<file path="src/rtl/lut_probe_pkg.sv">
// Shared types and constants for the LUT truth-table probe.
// The IA..ID words are the LUT_INIT patterns of the individual inputs a, b, c and d.
package lut_probe_pkg;

    typedef enum logic [1:0] {
        S_IDLE   = 2'd0,
        S_SETTLE = 2'd1,
        S_SAMPLE = 2'd2,
        S_DONE   = 2'd3
    } state_e;

    localparam logic [15:0] IA = 16'hAAAA;
    localparam logic [15:0] IB = 16'hCCCC;
    localparam logic [15:0] IC = 16'hF0F0;
    localparam logic [15:0] ID = 16'hFF00;

    // One bit set for each table entry that an n_in-input sweep actually visits.
    function automatic logic [15:0] tt_mask(input int unsigned n_in);
        logic [31:0] m;
        m = (32'd1 << (32'd1 << n_in)) - 32'd1;
        return m[15:0];
    endfunction

endpackage

</file>
<file path="src/rtl/lut_probe_sync_bit.sv">
// Reset-to-zero flop chain that brings the asynchronous cell output into the clk domain.
module sync_bit #(
    parameter int STAGES = 2
) (
    input  logic clk,
    input  logic rst,
    input  logic d,
    output logic q
);

    logic [STAGES-1:0] chain_q;
    logic [STAGES-1:0] chain_d;

    always_comb begin
        chain_d = {chain_q[STAGES-2:0], d};
    end

    always_ff @(posedge clk) begin
        if (rst) begin
            chain_q <= '0;
        end else begin
            chain_q <= chain_d;
        end
    end

    assign q = chain_q[STAGES-1];

endmodule

</file>
<file path="src/rtl/lut_probe.sv">
// Drives every {d,c,b,a} combination into a cell under test and rebuilds its
// LUT_INIT word; each entry waits SETTLE_CYCLES+SYNC_STAGES cycles, then samples once.
module lut_probe
    import lut_probe_pkg::*;
#(
    parameter int N_IN          = 4,
    parameter int SETTLE_CYCLES = 4,
    parameter int SYNC_STAGES   = 2
) (
    input  logic        clk,
    input  logic        rst,
    input  logic        start,
    input  logic [15:0] expected,
    output logic [3:0]  probe_in,
    input  logic        probe_out,
    output logic        busy,
    output logic        done,
    output logic [15:0] table_o,
    output logic        match
);

    localparam int W       = SETTLE_CYCLES + SYNC_STAGES;
    localparam int CW      = $clog2(W);
    localparam int IW      = N_IN + 1;
    localparam int ENTRIES = 1 << N_IN;

    localparam logic [CW-1:0] CNT_INIT = CW'(W - 1);
    localparam logic [IW-1:0] IDX_LAST = IW'(ENTRIES - 1);
    localparam logic [15:0]   MASK     = tt_mask(N_IN);

    state_e        state_q,    state_d;
    logic [IW-1:0] idx_q,      idx_d;
    logic [CW-1:0] cnt_q,      cnt_d;
    logic [15:0]   shadow_q,   shadow_d;
    logic [3:0]    probe_in_q, probe_in_d;
    logic          busy_q,     busy_d;
    logic          done_q,     done_d;
    logic [15:0]   table_q,    table_d;
    logic          match_q,    match_d;

    logic          sync_out;
    logic [3:0]    idx_lo;
    logic [15:0]   shadow_sampled;

    sync_bit #(.STAGES(SYNC_STAGES)) u_sync (
        .clk (clk),
        .rst (rst),
        .d   (probe_out),
        .q   (sync_out)
    );

    assign idx_lo = 4'(idx_q);

    always_comb begin
        shadow_sampled         = shadow_q;
        shadow_sampled[idx_lo] = sync_out;

        state_d    = state_q;
        idx_d      = idx_q;
        cnt_d      = cnt_q;
        shadow_d   = shadow_q;
        probe_in_d = probe_in_q;
        busy_d     = busy_q;
        done_d     = 1'b0;
        table_d    = table_q;
        match_d    = match_q;

        case (state_q)
            S_IDLE: begin
                if (start) begin
                    probe_in_d = '0;
                    idx_d      = '0;
                    cnt_d      = CNT_INIT;
                    busy_d     = 1'b1;
                    state_d    = S_SETTLE;
                end
            end
            S_SETTLE: begin
                if (cnt_q == '0) begin
                    state_d = S_SAMPLE;
                end else begin
                    cnt_d = cnt_q - 1'b1;
                end
            end
            S_SAMPLE: begin
                shadow_d = shadow_sampled;
                // Results and the done pulse are registered together so they appear in the DONE cycle.
                if (idx_q == IDX_LAST) begin
                    table_d = shadow_sampled & MASK;
                    match_d = ((shadow_sampled ^ expected) & MASK) == 16'h0000;
                    done_d  = 1'b1;
                    state_d = S_DONE;
                end else begin
                    idx_d      = idx_q + 1'b1;
                    probe_in_d = 4'(idx_q + 1'b1) & MASK[3:0] | 4'(idx_q + 1'b1) & 4'(ENTRIES - 1);
                    cnt_d      = CNT_INIT;
                    state_d    = S_SETTLE;
                end
            end
            S_DONE: begin
                busy_d  = 1'b0;
                state_d = S_IDLE;
            end
            default: begin
                state_d = S_IDLE;
            end
        endcase
    end

    always_ff @(posedge clk) begin
        if (rst) begin
            state_q    <= S_IDLE;
            idx_q      <= '0;
            cnt_q      <= '0;
            shadow_q   <= '0;
            probe_in_q <= '0;
            busy_q     <= 1'b0;
            done_q     <= 1'b0;
            table_q    <= '0;
            match_q    <= 1'b0;
        end else begin
            state_q    <= state_d;
            idx_q      <= idx_d;
            cnt_q      <= cnt_d;
            shadow_q   <= shadow_d;
            probe_in_q <= probe_in_d;
            busy_q     <= busy_d;
            done_q     <= done_d;
            table_q    <= table_d;
            match_q    <= match_d;
        end
    end

    assign probe_in = probe_in_q;
    assign busy     = busy_q;
    assign done     = done_q;
    assign table_o  = table_q;
    assign match    = match_q;

endmodule

</file>
<file path="config.mk">
export PLATFORM = sky130hd
export DESIGN_NAME = lut_probe
export DESIGN_NICKNAME = d
export VERILOG_FILES = /design/src/rtl/lut_probe_pkg.sv /design/src/rtl/lut_probe_sync_bit.sv /design/src/rtl/lut_probe.sv
export SDC_FILE = /design/constraint.sdc
export NUM_CORES = 1
export LEC_CHECK = 0
export CORE_ASPECT_RATIO = 0.6
export CORE_MARGIN = 2
export CORE_UTILIZATION = 37
export CTS_CLUSTER_SIZE = 30
export DETAILED_ROUTE_END_ITERATION = 6
export GPL_TIMING_DRIVEN = 0
export SYNTH_ARGS = -nofsm -noshare
export SYNTH_HDL_FRONTEND = slang
export SYNTH_SLANG_ARGS = --single-unit
</file>
<file path="constraint.sdc">
create_clock -name clk -period 4.2 [get_ports clk]
set_input_delay 0.63 -clock clk [delete_from_list [all_inputs] [get_ports clk]]
set_output_delay 0.63 -clock clk [all_outputs]
set_load 0.02 [all_outputs]
</file>
==> results.json <==
{
  "grt_pass1_vias": 2288,
  "ys_ff_latch": 47,
  "power.total_w": 0.00108,
  "postCtsSetupRepairBufs": 0,
  "cts_buffer_depth": 2,
  "area_growth_pct": 26.0,
  "nets": 414,
  "layout_min_cycle_time_ns": 2.52,
  "drv_slew": 0,
  "syn_area_per_cell_um2": 8.32,
  "drive_gt1_frac": 0.0930,
  "vias": 2593,
  "clk_pin_slew_ns": 0.06,
  "root_buffer": "clkbuf_16",
  "layout_commonest_cell": "nor2_1",
  "leakage_nw": 1.41,
  "synthCells": 337,
  "htree_num_levels": 2,
  "setup_viol_count_final": 0,
  "ys_seq_area_frac": 0.336,
  "drc_errors": 0,
  "place.gp.congestion": 0.885,
  "fp.dieW_um": 116,
  "port_buffers": 42,
  "yosys_warnings": 0,
  "relSlewSlack": 0.521,
  "finClkSkew_ns": 0.00472,
  "grt_usage": 0.197,
  "synth_area_um2": 2800,
  "die_area_um2": 8310,
  "fin_area_um2": 3530,
  "critPathMaxFanout": 10,
  "synthesis.nets": 365,
  "grt_overflow": 0,
  "yosysTopAreaCell": "dfxtp_1",
  "hold_viol": 0,
  "wirelength_um": 7870,
  "vias_per_cell": 5.28,
  "hold_class": "flop to flop",
  "first_pass_iters": 5,
  "fp-row-count": 24,
  "synth_area_leaders": "dfxtp_1, mux2i_1, nor2_1",
  "grt_pass1_wl_um": 12200,
  "status": "finished clean",
  "power_density_nw_per_um2": 306,
  "clk_latency_ns": 0.30,
  "synth-async-reset-ratio": 0,
  "postCtsHoldBufs": 0,
  "synth_edf_count": 0,
  "required_ns": 4.36,
  "path_class": "flop to flop",
  "cts_tree": "done",
  "synth_top_area_frac": 0.336,
  "most-common-layout-cells": "nor2_1, dfxtp_1, clkdlybuf4s50_1",
  "place_hpwl_um": 5900,
  "place_inst": 483,
  "pin_count": 43,
  "vdd_ir_drop_max_uv": 231,
  "die_y_um": 71.4,
  "cts_sinks": 47,
  "antennaDiodeCount": 0,
  "rsz0062_at_grt": "no",
  "cts_buffers": 5,
  "antenna_found_initial": 0,
  "maxCapViolCount": 0,
  "worstMarginPinSlew_ns": 0.700,
  "synthFlopType": "dfxtp_1",
  "setup_tns_ns": 0,
  "max_freq_mhz": 396,
  "placed_area_um2": 3350,
  "crit_path_end_kind": "flop",
  "critPathArrivalTime_ns": 2.68,
  "grt_max_degree": 16,
  "initial_utilization": 0.384,
  "ys_types": 46,
  "antenna_left": 0,
  "drt-initial-drc-count": 180,
  "startpoint_type": "flop",
  "final.period_utilization": 0.601,
  "wl_per_cell_um": 16.0,
  "cts-resized-gates": 0,
  "fp.coreArea_um2": 7300,
  "layout.cells.non_filler": 491
}
metrics by stage:
stage / utilization / setup slack [ns] / hold slack (ns)
2_1_floorplan: - / 2.15 / 0.414
3_3_place_gp: 0.460 / 1.72 / 0.445
3_5_place_dp: 0.460 / 1.71 / 0.459
4_1_cts: 0.484 / 1.70 / 0.466
5_1_grt: 0.484 / 1.48 / 0.473
6_report: 0.484 / 1.68 / 0.462
kinds of logic after synthesis:
| group | Yosys count | synth area share |
|---|---|---|
| and+or+nand+nor | 152 | 0.304 |
| AOI/OAI and AO/OA | 60 | 0.144 |
| DFF | 47 | 0.336 |
| buffers and inverters | 38 | 0.0701 |
| muxes | 21 | 0.0763 |
| xor gates and xnor gates | 11 | 0.0344 |
| adders and majority gates | 8 | 0.0357 |
report_power, final:
| group | switching, W | total, W | internal [W] | leakage [nW] |
|---|---|---|---|---|
| clock | 0.000182 | 0.000481 | 0.000299 | 0.0875 |
| sequential | 0.0000101 | 0.000466 | 0.000455 | 0.380 |
| combinational | 0.0000742 | 0.000134 | 0.0000593 | 0.947 |
path summary, 6_finish.rpt:
kind | slack, ns | from | depth (start not counted) | to
hold / removal | 0.46 | u_sync.chain_q[0]$_SDFF_PP0_ | 1 | u_sync.chain_q[1]$_SDFF_PP0_
setup reg to reg | 1.68 | idx_q[0]$_SDFFE_PP0P_ | 8 | table_o[10]$_SDFFE_PP0P_
hold reg to reg | 0.46 | u_sync.chain_q[0]$_SDFF_PP0_ | 1 | u_sync.chain_q[1]$_SDFF_PP0_
setup / recovery | 1.68 | idx_q[0]$_SDFFE_PP0P_ | 8 | table_o[10]$_SDFFE_PP0P_
metal layers:
layer / wire length [um] / share of wire / GRT usage / vias to the layer above
met5: 0 / 0 / 0 / -
met4: 51 / 0.0065 / 0.0503 / 0
met3: 574 / 0.073 / 0.0440 / 5
met2: 3010 / 0.38 / 0.258 / 84
met1: 4230 / 0.54 / 0.317 / 1231
li1: - / - / - / 1273
cell usage after synthesis (3+ instances only):
cell type   n
nor2_1     53
dfxtp_1    47
a21oi_1    20
mux2i_1    20
nand2_1    19
a211oi_1   16
nand3b_1   15
nand2b_1   13
clkbuf_1   11
inv_1      11
nor2b_1    10
ha_1        8
nand4_1     8
o21ai_0     8
buf_2       7
nand3_1     7
buf_4       6
nor3b_1     6
xor2_1      6
or3b_2      5
xnor2_1     5
buf_6       3
nor3_1      3
sequential cells by signal, summed over array words and instances (netlist names):
signal          cells
state_q             2
shadow_q           16
match               1
idx_q               5
u_sync.chain_q      2
table_o            16
cnt_q               3
done                1
busy                1
worst max-delay path, stage by stage (launching register included):
cell,delay (ns)
dfxtp_1,0.49
ha_1,0.21
and3_1,0.16
clkbuf_1,0.28
ha_1,0.30
and2_1,0.15
clkbuf_1,0.21
clkbuf_1,0.44
a211oi_1,0.14
layout make-up:
type,count,area (um2)
fillers,703,3770
multi-input cells,252,1670
flip-flops and latches,47,941
repair buffers,42,420
plain buffers,27,155
clock buffers,6,139
well taps,104,130
inverters,11,41.3
clock inverters,2,38.8
(Power assumes the default switching activity.)
